File: config.mk
export PLATFORM = sky130hd
export DESIGN_NAME = uart_flow_status_ctrl
export DESIGN_NICKNAME = d
export VERILOG_FILES = /design/src/rtl/uart_flow_status_ctrl.sv
export SDC_FILE = /design/constraint.sdc
export NUM_CORES = 1
export LEC_CHECK = 0
export BUFFER_PORTS_ARGS = -buffer_cell sky130_fd_sc_hd__buf_4
export CAP_MARGIN = 15
export CORE_MARGIN = 1
export CORE_UTILIZATION = 40
export DETAILED_ROUTE_END_ITERATION = 12
export GPL_TIMING_DRIVEN = 0
export REMOVE_ABC_BUFFERS = 1
export SLEW_MARGIN = 20
export SYNTH_ARGS = -nofsm -noshare
export SYNTH_HDL_FRONTEND = slang
export SYNTH_SLANG_ARGS = --single-unit
File: constraint.sdc
create_clock -name clk -period 1.85 [get_ports clk]
set_input_delay 0.2775 -clock clk [delete_from_list [all_inputs] [get_ports clk]]
set_output_delay 0.2775 -clock clk [all_outputs]
set_load 0.01 [all_outputs]
File: src/rtl/uart_flow_status_ctrl.sv
// uart_flow_status_ctrl: per-channel RTS hysteresis, CTS synchronise/deglitch,
// and a status LED that shows a heartbeat or blinks the bridge error code.
module uart_flow_status_ctrl #(
   parameter int NUM_CH       = 1,
   parameter int FIFO_DEPTH   = 64,
   parameter int HIGH_WM      = 48,
   parameter int LOW_WM       = 16,
   parameter int CTS_DEGLITCH = 4,
   parameter int HB_DIV_LOG2  = 26,
   parameter int BLINK_TICKS  = 12_500_000,
   parameter int GAP_TICKS    = 10,
   localparam int LEVEL_W     = $clog2(FIFO_DEPTH + 1)
) (
   input  logic                        clk,
   input  logic                        rst_n,
   input  logic [NUM_CH*LEVEL_W-1:0]   rx_level,
   input  logic [NUM_CH-1:0]           rx_full,
   output logic [NUM_CH-1:0]           uart_rts_n,
   input  logic [NUM_CH-1:0]           uart_cts_n,
   output logic [NUM_CH-1:0]           tx_allow,
   output logic [NUM_CH-1:0]           cts_change,
   input  logic [7:0]                  error_code,
   output logic                        led,
   output logic                        led_mode
);

   localparam int DG_W  = $clog2(CTS_DEGLITCH + 1);
   localparam int PRE_W = (BLINK_TICKS > 1) ? $clog2(BLINK_TICKS) : 1;
   localparam int GAP_W = (GAP_TICKS > 1) ? $clog2(GAP_TICKS) : 1;

   localparam logic [LEVEL_W-1:0] HIGH_LVL = LEVEL_W'(HIGH_WM);
   localparam logic [LEVEL_W-1:0] LOW_LVL  = LEVEL_W'(LOW_WM);
   localparam logic [DG_W-1:0]    DG_LAST  = DG_W'(CTS_DEGLITCH - 1);
   localparam logic [PRE_W-1:0]   PRE_LAST = PRE_W'(BLINK_TICKS - 1);
   localparam logic [GAP_W-1:0]   GAP_LAST = GAP_W'(GAP_TICKS - 1);

   // Reject parameter sets that would make the watermarks meaningless.
   if (!(LOW_WM < HIGH_WM && HIGH_WM <= FIFO_DEPTH)) begin : g_bad_wm
      $error("uart_flow_status_ctrl: need LOW_WM < HIGH_WM <= FIFO_DEPTH");
   end
   if (NUM_CH < 1 || CTS_DEGLITCH < 1 || BLINK_TICKS < 1 || GAP_TICKS < 1 || HB_DIV_LOG2 < 1) begin : g_bad_cfg
      $error("uart_flow_status_ctrl: NUM_CH, CTS_DEGLITCH, BLINK_TICKS, GAP_TICKS, HB_DIV_LOG2 must be >= 1");
   end

   // ------------------------------------------------------------------
   // RTS: blocked on full or high watermark, released only at low watermark
   // ------------------------------------------------------------------
   logic [NUM_CH-1:0] blocked_d, blocked_q;

   // Next blocked state per channel; levels between the watermarks hold.
   always_comb begin
      // NOTE: every comb output gets a default first so no path can infer a latch.
      blocked_d = blocked_q;
      for (int i = 0; i < NUM_CH; i++) begin
         if (rx_full[i] || (rx_level[i*LEVEL_W +: LEVEL_W] >= HIGH_LVL)) begin
            blocked_d[i] = 1'b1;
         end else if (rx_level[i*LEVEL_W +: LEVEL_W] <= LOW_LVL) begin
            blocked_d[i] = 1'b0;
         end
      end
   end

   // Blocked state register; comes out of reset blocked (RTS deasserted).
   always_ff @(posedge clk or negedge rst_n) begin
      // NOTE: state registers use non-blocking assignment so all flops sample together.
      if (!rst_n) blocked_q <= '1;
      else        blocked_q <= blocked_d;
   end

   assign uart_rts_n = blocked_q;

   // ------------------------------------------------------------------
   // CTS: two-flop synchroniser followed by a consecutive-cycle deglitch
   // ------------------------------------------------------------------
   logic [NUM_CH-1:0]            sync1_d, sync1_q, sync2_d, sync2_q;
   logic [NUM_CH-1:0]            filt_d, filt_q, change_d, change_q;
   logic [NUM_CH-1:0][DG_W-1:0]  dg_cnt_d, dg_cnt_q;

   // Filter only commits after CTS_DEGLITCH consecutive differing samples.
   always_comb begin
      sync1_d  = uart_cts_n;
      sync2_d  = sync1_q;
      filt_d   = filt_q;
      change_d = '0;
      dg_cnt_d = '0;
      for (int i = 0; i < NUM_CH; i++) begin
         if (sync2_q[i] != filt_q[i]) begin
            if (dg_cnt_q[i] == DG_LAST) begin
               filt_d[i]   = sync2_q[i];
               change_d[i] = 1'b1;
            end else begin
               dg_cnt_d[i] = dg_cnt_q[i] + 1'b1;
            end
         end
      end
   end

   // CTS pipeline registers; idle (deasserted, high) out of reset.
   always_ff @(posedge clk or negedge rst_n) begin
      if (!rst_n) begin
         sync1_q  <= '1;
         sync2_q  <= '1;
         filt_q   <= '1;
         change_q <= '0;
         dg_cnt_q <= '0;
      end else begin
         sync1_q  <= sync1_d;
         sync2_q  <= sync2_d;
         filt_q   <= filt_d;
         change_q <= change_d;
         dg_cnt_q <= dg_cnt_d;
      end
   end

   assign tx_allow   = ~filt_q;
   assign cts_change = change_q;

   // ------------------------------------------------------------------
   // LED: heartbeat when healthy, blinked error code when faulted
   // ------------------------------------------------------------------
   typedef enum logic [1:0] {
      ST_HEARTBEAT = 2'd0,
      ST_PULSE_ON  = 2'd1,
      ST_PULSE_OFF = 2'd2,
      ST_GAP       = 2'd3
   } led_state_e;

   led_state_e              state_d, state_q;
   logic [PRE_W-1:0]        presc_d, presc_q;
   logic [GAP_W-1:0]        gap_d, gap_q;
   logic [4:0]              pulses_d, pulses_q;
   logic [HB_DIV_LOG2-1:0]  hb_d, hb_q;
   logic                    led_d, led_q, led_mode_d, led_mode_q;
   logic                    tick;
   logic [4:0]              latch_pulses;

   assign tick         = (presc_q == PRE_LAST);
   // A low nibble of zero means sixteen pulses.
   assign latch_pulses = (error_code[3:0] == 4'd0) ? 5'd16 : {1'b0, error_code[3:0]};

   // Sequencer next state, prescaler/gap counting and registered LED outputs.
   always_comb begin
      state_d  = state_q;
      pulses_d = pulses_q;
      gap_d    = gap_q;
      hb_d     = hb_q + 1'b1;

      case (state_q)
         ST_HEARTBEAT: begin
            if (error_code != 8'd0) begin
               pulses_d = latch_pulses;
               state_d  = ST_PULSE_ON;
            end
         end
         ST_PULSE_ON: begin
            if (tick) state_d = ST_PULSE_OFF;
         end
         ST_PULSE_OFF: begin
            if (tick) begin
               pulses_d = pulses_q - 1'b1;
               state_d  = (pulses_q == 5'd1) ? ST_GAP : ST_PULSE_ON;
            end
         end
         ST_GAP: begin
            if (tick) begin
               if (gap_q == GAP_LAST) begin
                  if (error_code != 8'd0) begin
                     pulses_d = latch_pulses;
                     state_d  = ST_PULSE_ON;
                  end else begin
                     state_d  = ST_HEARTBEAT;
                  end
               end else begin
                  gap_d = gap_q + 1'b1;
               end
            end
         end
         default: state_d = ST_HEARTBEAT;
      endcase

      // Every state entry restarts the phase timing from zero.
      if (state_d != state_q) begin
         presc_d = '0;
         gap_d   = '0;
      end else if (tick) begin
         presc_d = '0;
      end else begin
         presc_d = presc_q + 1'b1;
      end

      // Outputs follow the state being entered so they align with state_q.
      case (state_d)
         ST_HEARTBEAT: led_d = hb_d[HB_DIV_LOG2-1];
         ST_PULSE_ON:  led_d = 1'b1;
         default:      led_d = 1'b0;
      endcase
      led_mode_d = (state_d != ST_HEARTBEAT);
   end

   // Sequencer, heartbeat counter and LED output registers.
   always_ff @(posedge clk or negedge rst_n) begin
      if (!rst_n) begin
         state_q    <= ST_HEARTBEAT;
         presc_q    <= '0;
         gap_q      <= '0;
         pulses_q   <= '0;
         hb_q       <= '0;
         led_q      <= 1'b0;
         led_mode_q <= 1'b0;
      end else begin
         state_q    <= state_d;
         presc_q    <= presc_d;
         gap_q      <= gap_d;
         pulses_q   <= pulses_d;
         hb_q       <= hb_d;
         led_q      <= led_d;
         led_mode_q <= led_mode_d;
      end
   end

   assign led      = led_q;
   assign led_mode = led_mode_q;

endmodule

# Word level (Yosys, flattened, before mapping)
# Cells that the tools add are included.
# W data, S select, Z words.
# word_totals
ff_bits,71
latchBits,0
mem_bits_rw,0
rom_bits,0
inputBits,19
output_inout_bits,5
elab_cells,75
memories,0
# classes
addsub,5
mul,0
n_div,0
n_lt_le_gt_ge,2
eq_ne,14
shift,0
mux,27
bitwise,1
n_reduce_logical,13
# ops
op,n
$mux W24,2
$add A26 B1 Y26 const B,1
$mux W5,5
$add A24 B1 Y24 const B,1
$eq A24 B24 Y1 const B,1
$mux W4,4
$pmux W5 S3,1
$mux W2,6
$pmux W2 S4,1
$reduce_bool A2 Y1,4
$reduce_bool A8 Y1,1
$ge A7 B6 Y1 const B,1
$le A7 B5 Y1 const B,1
$mux W3,2
$ne A2 B2 Y1 const B,3
$eq A5 B1 Y1 const B,1
$mux W1,5
$sub A5 B1 Y5 const B,1
$add A4 B1 Y4 const B,1
$eq A2 B1 Y1 const B,2
$eq A2 B2 Y1 const B,2
$eq A4 B4 Y1 const B,1
$logic_not A2 Y1,2
$logic_not A4 Y1,1
other kinds (12),12

# Longest topological paths before layout
# logic_depth
depth_word,8
depth_mapped,7
mapped_depth_nobuf,7

# Least setup slack after synthesis
# No wires, ideal clock.
# synth_timing
path_type,register to register
start,register presc_q[9]
end,register gap_q[0]
setup_time_ns,0.131
t_arrival_ns,1.832
required_time_ns,1.719
path_slack_ns,-0.113
stages_incl_launch_ff,6
path_buffers,0
period_less_slack_ns,1.963
cell_sequence,dfrtp_1 -> or4b_4 -> nor3_4 -> nand2_1 -> a221oi_2 -> nor2_1
# synth_via
elab_chain_cells,6
word_cells_on_any_way,11
cone_classes,3 x eq/ne; 5 x mux; 3 x reduce/logical
# synth_lines
item,line,source
from (decl),129,"logic [PRE_W-1:0] presc_d, presc_q;"
from (signal assigned),212,presc_q <= presc_d;
$eq A24 B24 Y1 (*),137,assign tick = (presc_q == PRE_LAST);
"$mux W2, on equally long branches","165, 156, 159",
$pmux W2 S4,148,case (state_q)
$ne A2 B2 Y1,182,if (state_d != state_q) begin
$ne A2 B1 Y1 (no source line) / $reduce_bool A2 Y1 (equally long branches),--,
$reduce_and A3 Y1 (no source line),--,
to (signal assigned),213,gap_q <= gap_d;
to (decl),130,"logic [GAP_W-1:0] gap_d, gap_q;"
# Mark *: on every way between the ends. The rest lies on a longest branch, timed or not.
# A chain may end at the register's enable or synchronous reset.

# Worst setup path in the final report
# layout_timing
start,register presc_q[14]
end,register pulses_q[2]
# layout_via
elab_chain_cells,3
word_cells_on_any_way,4
cone_classes,3 x eq/ne; 1 x reduce/logical
# layout_lines
item,line,source
$eq A24 B24 Y1 (*),137,
$ne A2 B2 Y1 (no source line),--,
$reduce_and A4 Y1 (no source line) (*),--,
to (signal assigned),214,pulses_q <= pulses_d;
to (decl),131,"logic [4:0] pulses_d, pulses_q;"
# Marks and branches as above.

==> flow_summary_export.csv <==
group,metric,value,unit
sta,setup_ws,-154,ps
die,die_height,94.1,um
worst_setup_path,critical_path_buf_inv_count,1,
power_and_ir_drop,power_per_standard_cell_area,855,nW/um^2
route,drc,0,
global_routing,grt_first_pass_wirelength,11100,um
worst_setup_path,r2r_slack,-150,ps
synth,syn_avg_cell_area,10.4,um^2
hold_path,holdCritPathClass,"in2async",
route,detail_route.iter0.violations,85,
worst_setup_path,timing.critical_path.from_type,"flop",
placed_design,finalWeightedCongestion,0.791,
placed_design,place_hpwl,3980,um
clock_tree,numClockSinks,71,
clock_tree,cts_htree_levels,3,
sta,max_slew_margin,39.8,%
synth,synthArstFlopShare,100,%
synth,ys_seq_area_share,52.5,%
placed_design,numPlacedInstances,450,
sta,final_min_period_over_clock_period,108,%
route,routed_vias,2490,
sta,report.final.setup_viol,12,
worst_setup_path,worst-endpoint-required,2090,ps
global_routing,grt_start_max_net_pins,72,
sta,fmaxAchievable,499,MHz
route,drt-pass1-iter-count,4,
worst_setup_path,regToRegEndpoint,"pulses_q[2]",
power_and_ir_drop,p_leak,1.87,nW
worst_setup_path,crit_path_cell_trace,"or4b_4, nor3_4, buf_6, o2111a_2, nor2_2, a2bb2oi_1",
worst_setup_path,cp_slowest_stage_delay,550,ps
die,starting_density,41.3,%
synth,synthCells,327,
route,wire_per_inst,13.3,um
synth,synth_edf_count,0,
sta,skew,10.8,ps
worst_setup_path,critical_path_peak_fanout,6,
clock_tree,clock_tree_from_tritoncts,"built",
route,route.detailed.vias_per_inst,5.13,
job,drv.max_cap_violation_count,0,
global_routing,first_global_vias,2442,
final_layout,n_antenna_cell,0,
global_routing,antenna_violations_before_repair,0,
power_and_ir_drop,worst_ir_drop_vdd,0.415,mV
clock_tree,cts_inserted_buffers,9,
sta,final_layout_setup_total_negative_slack,-1370,ps
synth,number_of_warning_messages_in_the_yosys_log,0,
sta,timing.final.max_slew_violations,0,
placed_design,portBuffers,23,
die,die_area,8860,um^2
sta,report.final.hold_viol_count,0,
worst_setup_path,worst-r2r-cell-count,6,
route,postRouteAntennaNets,0,
worst_setup_path,crit_family,"simple AND/OR/NAND/NOR gates",
sta,min_period,2000,ps
sta,worst_slew_pin_slew,903,ps
die,placeableCoreArea,8220,um^2
worst_setup_path,timing.setup.critical_path_class,"reg2reg",
die,dieWidth,94.1,um
outcome,violations,"setup timing",
synth,syn_area,3400,um^2
placed_design,area_of_placed_instances,3670,um^2
final_layout,area.growth.synth_to_final,24.4,%
route,postRouteWirelength,6470,um
final_layout,layout.cells.most_common,"dfrtp_1",
synth,netlist-cell-type-count,52,
global_routing,global_route.usage.total,16.3,%
clock_tree,clkSlewWorstSetupHoldPaths,80,ps
final_layout,final_net_count,401,
worst_setup_path,timing.critical_path.to_type,"flop",
outcome,status,"finished with violations",
final_layout,final_design_area_no_fill,4220,um^2
clock_tree,clk-insertion-delay-late,350,ps
die,pin_count,24,
final_layout,final_layout_size_suffix_gt1_share,24.7,%
synth,synth.ff_latch_count,71,
worst_setup_path,worstPathArrival,2240,ps
final_layout,layout_common_cells,"dfrtp_1, nor2_1, buf_4",
global_routing,global_route.overflow_total,0,
final_layout,fillCellCount,751,
die,placementRows,33,
worst_setup_path,crit-reg2reg-launch,"presc_q[14]",
final_layout,fin_cells,485,
synth,synthFlopType,"dfrtp_1",
sta,rsz0062_at_grt,"yes",
clock_tree,clock_tree.root_cell,"clkbuf_8",
clock_tree,cts.path.max_buffers,2,
worst_setup_path,critical_path.slowest_cell,"or4b_4",
-- cell usage after synthesis, types with 3 or more instances --
cell type  count  share of area, %
a21oi_1        7               1.0
and3_1         4              0.74
dfrtp_1       67                49
dfstp_2        4               3.1
ha_1           7               2.6
inv_1         15               1.7
nand2_1       21               2.3
nand2b_1       3              0.55
nand3_1       26               3.8
nand4_1       12               2.2
nor2_1        46               5.1
nor3_1         8               1.2
nor3b_1        3              0.66
nor4_1         6               1.1
o21ai_0        4              0.59
or3_1          3              0.55
or4_1          3              0.66
xnor2_1       27               7.0
xor2_1        22               5.7
-- cell type report --
type                    count  area [um^2]  share of cell area, %
clock inverters             5          105                   2.49
flip-flops and latches     71         1780                   42.2
inverters                  15         56.3                   1.33
well taps                 105          131                   3.11
clock buffers              11          141                   3.35
multi-input cells         236         1680                   39.8
repair buffers             42          327                   7.73
-- stage by stage --
step	power [mW]	worst slack [ps]	util, %	hold WS (ps)
6_report	3.61	-154	51.4	36.6
5_1_grt	3.80	-237	51.4	6.37
4_1_cts	3.65	-175	49.6	21.3
3_5_place_dp	2.10	-718	44.7	347
3_3_place_gp	2.09	-1360	44.6	346
2_1_floorplan	1.97	-652	-	-18.1
-- repair_timing --
action	4_1_cts	5_1_grt
pin swaps	6	9
cloned	0	1
setup buffers	9	10
setup endpoints to repair	44	42
hold buffers	0	0
resized for setup	15	19
-- power by group --
part / switching, mW / internal [mW]
Combinational: 0.154 / 0.169
Clock: 0.590 / 0.933
Sequential: 0.101 / 1.66
Total: 0.846 / 2.76
-- routing by layer --
metal / share of wire, % / up-vias / GRT usage, %
li1: - / 1225 / -
met1: 46 / 1224 / 20.4
met2: 50 / 35 / 26.2
met3: 3.4 / 6 / 5.58
met4: 1.2 / 0 / 5.26
met5: 0 / - / 0
-- how the worst max path moves through the flow --
stage               slack (ps)           to        start  depth (start not counted)
detailed placement        -720   presc_q[4]   presc_q[0]                          6
global route              -240          led  presc_q[14]                          7
finish                    -150  pulses_q[2]  presc_q[14]                          6
CTS                       -170  pulses_q[2]   presc_q[9]                          6
floorplan                 -650  presc_q[10]   presc_q[5]                          5
global placement         -1360  presc_q[20]   presc_q[5]                          5
-- registers in the layout, indices dropped and copies added, names as in the netlist, 2 cells and up --
signal    cells
hb_q         26
presc_q      24
pulses_q      5
gap_q         4
dg_cnt_q      3
state_q       2
-- kinds of logic after synthesis --
family | count (synthesis) | synth area share, %
flops | 71 | 52.5
compound gates | 24 | 5.05
buf+inv | 21 | 2.73
xor+xnor | 49 | 12.6
fa+ha+maj | 7 | 2.58
mux | 2 | 0.626
simple gates | 153 | 23.9
Power figures use the tool's default switching activity.
